--- config.mk ---
export PLATFORM = sky130hd
export DESIGN_NAME = divider_seq
export DESIGN_NICKNAME = d
export VERILOG_FILES = /design/src/rtl/divider_pkg.sv /design/src/rtl/div_step.sv /design/src/rtl/divider_seq.sv
export SDC_FILE = /design/constraint.sdc
export NUM_CORES = 1
export LEC_CHECK = 0
export CAP_MARGIN = 5
export CORE_ASPECT_RATIO = 0.9
export CORE_MARGIN = 4
export CORE_UTILIZATION = 62
export CTS_CLUSTER_SIZE = 12
export DETAILED_ROUTE_END_ITERATION = 16
export PLACE_DENSITY_LB_ADDON = 0.3
export SETUP_SLACK_MARGIN = 0.5
export SYNTH_ARGS = -nofsm -noshare
export SYNTH_HDL_FRONTEND = slang
export SYNTH_SLANG_ARGS = --single-unit
export TNS_END_PERCENT = 5
--- constraint.sdc ---
create_clock -name clk -period 7.35 [get_ports clk]
set_input_delay 1.8375 -clock clk [delete_from_list [all_inputs] [get_ports clk]]
set_output_delay 1.8375 -clock clk [all_outputs]
set_load 0.01 [all_outputs]
--- src/rtl/divider_pkg.sv ---
// Shared FSM encoding, mode constants and width helper for the iterative divider.
package divider_pkg;

  localparam logic [1:0] StIdle = 2'd0;
  localparam logic [1:0] StCalc = 2'd1;
  localparam logic [1:0] StFix  = 2'd2;

  localparam bit ModeUnsigned = 1'b0;
  localparam bit ModeSignMag  = 1'b1;

  // Sign-magnitude operands give up their MSB to the sign.
  function automatic int unsigned mag_width(int unsigned width, bit sign_mag);
    return (sign_mag == ModeUnsigned) ? width : width - 1;
  endfunction

endpackage

--- src/rtl/div_step.sv ---
// One non-restoring iteration: shift the partial remainder left, then add or
// subtract the aligned divisor depending on the current sign.
module div_step #(
  parameter int unsigned MagWidth = 31
) (
  input  logic [2*MagWidth:0] pr,
  input  logic [2*MagWidth:0] dv,
  output logic [2*MagWidth:0] pr_next,
  output logic                q_bit
);

  logic [2*MagWidth:0] shifted;

  // Arithmetic wraps at 2M+1 bits; the true result always fits, so the
  // dropped top bit of the shift is harmless.
  always_comb begin
    shifted = {pr[2*MagWidth-1:0], 1'b0};
    pr_next = pr[2*MagWidth] ? shifted + dv : shifted - dv;
    q_bit   = ~pr_next[2*MagWidth];
  end

endmodule

--- src/rtl/divider_seq.sv ---
// Iterative divider, one quotient bit per cycle, unsigned or sign-magnitude
// operands, with divide-by-zero detection and start/busy/done handshake.
module divider_seq
  import divider_pkg::*;
#(
  parameter int unsigned WIDTH    = 32,
  parameter bit          SIGN_MAG = 1'b1
) (
  input  logic             clk,
  input  logic             rst,
  input  logic [WIDTH-1:0] x,
  input  logic [WIDTH-1:0] y,
  input  logic             start,
  output logic [WIDTH-1:0] z,
  output logic [WIDTH-1:0] r,
  output logic             busy,
  output logic             done,
  output logic             dbz
);

  localparam int unsigned M  = mag_width(WIDTH, SIGN_MAG);
  localparam int unsigned PW = 2 * M + 1;
  localparam int unsigned CW = $clog2(M);
  localparam logic [CW-1:0] CntLast = CW'(M - 1);

  logic [1:0]       state_q, state_d;
  logic [CW-1:0]    cnt_q, cnt_d;
  logic [PW-1:0]    pr_q, pr_d, step_pr, dv;
  logic [M-1:0]     ym_q, ym_d, qm_q, qm_d, qm_fin, rm_fin;
  logic [WIDTH-1:0] z_q, z_d, r_q, r_d, z_fix, r_fix;
  logic             done_q, done_d, dbz_q, dbz_d;
  logic             step_q, accept, ym_zero;

  assign accept  = (state_q == StIdle) && start;
  assign ym_zero = (ym_q == '0);
  assign dv      = {1'b0, ym_q, {M{1'b0}}};

  div_step #(
    .MagWidth(M)
  ) u_step (
    .pr     (pr_q),
    .dv     (dv),
    .pr_next(step_pr),
    .q_bit  (step_q)
  );

  // Remainder correction only touches the upper half since dv's low half is zero;
  // on divide-by-zero the dividend is still untouched in the low half.
  assign qm_fin = ym_zero ? {M{1'b1}} : qm_q;
  assign rm_fin = ym_zero ? pr_q[M-1:0]
                          : pr_q[2*M-1:M] + (pr_q[2*M] ? ym_q : {M{1'b0}});

  if (SIGN_MAG == ModeSignMag) begin : g_sm
    logic xs_q, ys_q;

    always_ff @(posedge clk) begin
      if (rst) begin
        xs_q <= 1'b0;
        ys_q <= 1'b0;
      end else if (accept) begin
        xs_q <= x[WIDTH-1];
        ys_q <= y[WIDTH-1];
      end
    end

    assign z_fix = {xs_q ^ ys_q, qm_fin};
    assign r_fix = {xs_q, rm_fin};
  end else begin : g_un
    assign z_fix = qm_fin;
    assign r_fix = rm_fin;
  end

  always_comb begin
    state_d = state_q;
    cnt_d   = cnt_q;
    pr_d    = pr_q;
    ym_d    = ym_q;
    qm_d    = qm_q;
    z_d     = z_q;
    r_d     = r_q;
    dbz_d   = dbz_q;
    done_d  = 1'b0;
    case (state_q)
      StIdle: begin
        if (start) begin
          pr_d    = {{(M + 1){1'b0}}, x[M-1:0]};
          ym_d    = y[M-1:0];
          qm_d    = '0;
          cnt_d   = '0;
          state_d = (y[M-1:0] == '0) ? StFix : StCalc;
        end
      end
      StCalc: begin
        pr_d  = step_pr;
        qm_d  = {qm_q[M-2:0], step_q};
        cnt_d = cnt_q + 1'b1;
        if (cnt_q == CntLast) state_d = StFix;
      end
      StFix: begin
        z_d     = z_fix;
        r_d     = r_fix;
        dbz_d   = ym_zero;
        done_d  = 1'b1;
        state_d = StIdle;
      end
      default: state_d = StIdle;
    endcase
  end

  always_ff @(posedge clk) begin
    if (rst) begin
      state_q <= StIdle;
      cnt_q   <= '0;
      pr_q    <= '0;
      ym_q    <= '0;
      qm_q    <= '0;
      z_q     <= '0;
      r_q     <= '0;
      done_q  <= 1'b0;
      dbz_q   <= 1'b0;
    end else begin
      state_q <= state_d;
      cnt_q   <= cnt_d;
      pr_q    <= pr_d;
      ym_q    <= ym_d;
      qm_q    <= qm_d;
      z_q     <= z_d;
      r_q     <= r_d;
      done_q  <= done_d;
      dbz_q   <= dbz_d;
    end
  end

  assign z    = z_q;
  assign r    = r_q;
  assign dbz  = dbz_q;
  assign done = done_q;
  assign busy = (state_q != StIdle);

endmodule

==> summary.txt <==
STA
  • Max-slew violation count: 0
  • Relative slew slack: 0.320
  • Post-Route Skew: 0.0159 ns
  • Post-route clock period utilization: 0.588
  • Worst-margin pin slew: 1.02 ns
  • Hold Vio Cnt, Final: 0
  • RSZ-0062 raised after global routing: no
  • Fmax: 231 MHz
  • Final setup vio count: 0
  • Fin crit period: 4.32 ns
  • Total negative slack: 0 ns
  • Hold Worst Slack: 0.459 ns

Synthesis
  • Seq/Total Area, Yosys: 0.333
  • Yosys cell types: 72
  • Top_reg_cell synth: dfxtp_1
  • Synth area leaders: dfxtp_1, nor2_1, ha_1
  • Cell with the most instances after synthesis: nor2_1
  • Post-synth top cells: nor2_1, dfxtp_1, a21oi_1
  • Yosys reg bits: 200
  • Post-Syn Nets: 1736
  • Cells after synthesis: 1597
  • Cell Area, Synth: 12000 µm²
  • EDFF count, synth: 0
  • Async SR Flop Fraction: 0
  • Syn. warnings: 0
  • Synth top area share: 0.333
  • Largest area contributor in the netlist: dfxtp_1
  • Synthesized area per cell: 7.52 µm²

Clock tree
  • TritonCTS clock tree: done
  • Post-CTS sizing: 0
  • Clk buf depth: 2
  • Cts bufs inserted: 17
  • H-tree lvl count: 4
  • Skew-Pair Late Insertion Delay: 0.45 ns
  • # clock sinks: 200
  • CTS Hold Bufs: 0
  • CTS root buffer: clkbuf_16
  • Setup Fix Bufs, Post-CTS: 0
  • CTS clk-pin slew, worst paths: 0.08 ns

Power and ir drop
  • Overall power: 0.00406 W
  • Net Sw Power: 0.00169 W
  • Clock Power Share: 0.239
  • Combinational Power Share: 0.443
  • Max VDD drop: 0.191 mV
  • Net Sw Frac: 0.416
  • Sequential share of power: 0.318
  • Power Internal: 0.00237 W
  • Lkg Pwr: 5.65 nW
  • Power Density: 291 nW/µm²

Route
  • Initial drt markers: 1161
  • Post-DRT Antenna Nets: 0
  • Final wirelength: 34.1 mm
  • DRC: 0
  • DR vias/cell: 6.10
  • 1st-pass router iterations: 5
  • Wire per inst: 17.8 µm
  • Via count: 11705

Global route
  • Largest net degree at the start of global routing: 86
  • Vias in the first global route: 10771
  • Initial antenna violation count: 0
  • GR Util All Layers: 0.307
  • First-pass GRT wire length: 55.2 mm
  • Grt total ovfl: 0

Flow run
  • Max cap viols: 0

Worst hold path
  • Hold Crit Class: flip-flop to flip-flop

Setup path
  • Buffers & Inverters on Critical Path: 0
  • Critical path endpoint category: flip-flop
  • Slowest-stage cell, CP: or4_4
  • Crit Path Max Fanout: 7
  • R2R setup slack: 3.03 ns
  • CP arrival: 4.61 ns
  • Worst endpoint required time: 7.64 ns
  • Crit-path leading delay family: simple AND/OR/NAND/NOR gates
  • Worst setup SP type: flip-flop
  • Crit path cell chain: or4_4 > nor4_4 > nand2_1 > nor2_1 > a21oi_1 > xor2_1 > ha_1 > nand4_1 > or3_1 > o221a_2 > o21a_1 > o41ai_1 > a31oi_1 > a21oi_1 > xnor2_1 > o21ai_0
  • Crit path top cell by count: a21oi_1
  • Crit Path Class: flip-flop to flip-flop
  • Maximum cell stage delay along the critical path: 0.59 ns

Die
  • Initial Util: 0.629
  • FP Rows: 48
  • Die W: 155 µm
  • Die Ht: 140 µm
  • CORE AREA: 19100 µm²
  • I/O pins: 134
  • Die area: 21700 µm²

Cells and area
  • # diodes: 0
  • NumNets Final: 1795
  • Share of cells above drive strength 1: 0.0461
  • Area growth from synthesis to final layout: 16.1%
  • Filler instances: 1550

Outcome
  • Status: completed

Placed design
  • Input/output buffers: 133
  • GPL Wtd Cong: 1.01
  • HPWL after detailed placement: 24.1 mm
cells by family after synthesis:
logic type | synth area share
compound gates | 0.205
xor+xnor | 0.0547
fa+ha+maj | 0.0763
buf+inv | 0.0453
flops | 0.333
mux | 0.00438
simple gates | 0.281
through the flow:
step                cell area [µm²]  worst slack [ns]  instances   util
CTS                           13900              3.13       1919  0.730
detailed placement            13300              3.20       1887  0.698
global route                  13900              2.84       1919  0.730
floorplan                     12000              3.57       1597      -
global placement              13300              3.31       1887  0.698
finish                        13900              3.03       1919  0.730
registers in the layout (all words and copies together) (netlist names):
name and cells:
pr_q 63, r 32, z 32, qm_q 31, ym_q 31, cnt_q 5, state_q 2, dbz 1
done 1, g_sm.xs_q 1, g_sm.ys_q 1
layout make-up:
cell class	instances	area [µm²]	share of cell area
clock inverter	15	194	0.0139
timing repair buffer	146	1430	0.102
sequential	200	4010	0.287
clock buffer	17	425	0.0305
tap	250	313	0.0224
inverter	28	105	0.00754
multi-input combinational	1263	7480	0.536
power by group through the flow:
| stage | sequential, W | clock [W] | combinational [W] |
|---|---|---|---|
| finish | 0.00129 | 0.000969 | 0.00180 |
| global placement | 0.00130 | 0 | 0.00170 |
| CTS | 0.00128 | 0.000977 | 0.00175 |
| global route | 0.00130 | 0.00102 | 0.00197 |
| floorplan | 0.00127 | 0 | 0.00133 |
| detailed placement | 0.00131 | 0 | 0.00172 |
cell usage in the layout (no fill, tap or decap), types with 17 or more instances in the layout:
master           instances
nor3_1                 114
nor2b_1                 41
xor2_1                  42
nand3_1                 25
ha_1                    70
xnor2_1                 33
a21o_1                  33
a21oi_1                160
dfxtp_1                199
and2_1                  31
o21ai_0                 55
nand2_1                157
clkbuf_16               17
inv_1                   28
nand4_1                 17
clkdlybuf4s50_1        132
a31oi_1                 24
nor2_1                 256
a22oi_1                 42
routing by layer:
metal	routed length (µm)	vias up	track usage
li1	-	5728	-
met1	15500	5378	0.454
met2	14700	547	0.467
met3	3220	52	0.0485
met4	609	0	0.0804
met5	0	-	0
worst register-to-register path, stage by stage, from the launching register on:
cell and delay [ns]:
dfxtp_1 0.36, or4_4 0.59, nor4_4 0.40, nand2_1 0.11, nor2_1 0.13, a21oi_1 0.10
xor2_1 0.17, ha_1 0.43, nand4_1 0.17, or3_1 0.39, o221a_2 0.27, o21a_1 0.10
o41ai_1 0.10, a31oi_1 0.22, a21oi_1 0.32, xnor2_1 0.17, o21ai_0 0.11
path summary, 6_finish.rpt:
| kind | from | end | cells after the start |
|---|---|---|---|
| worst max-delay path | ym_q[7]$_SDFFE_PP0P_ | pr_q[58]$_SDFFE_PP0P_ | 16 |
| worst min-delay path | r[1]$_SDFFE_PP0P_ | r[1]$_SDFFE_PP0P_ | 2 |
| worst max register to register | ym_q[7]$_SDFFE_PP0P_ | pr_q[58]$_SDFFE_PP0P_ | 16 |
| worst min register to register | r[1]$_SDFFE_PP0P_ | r[1]$_SDFFE_PP0P_ | 2 |
Note: power is estimated with default switching activity, not from simulation.
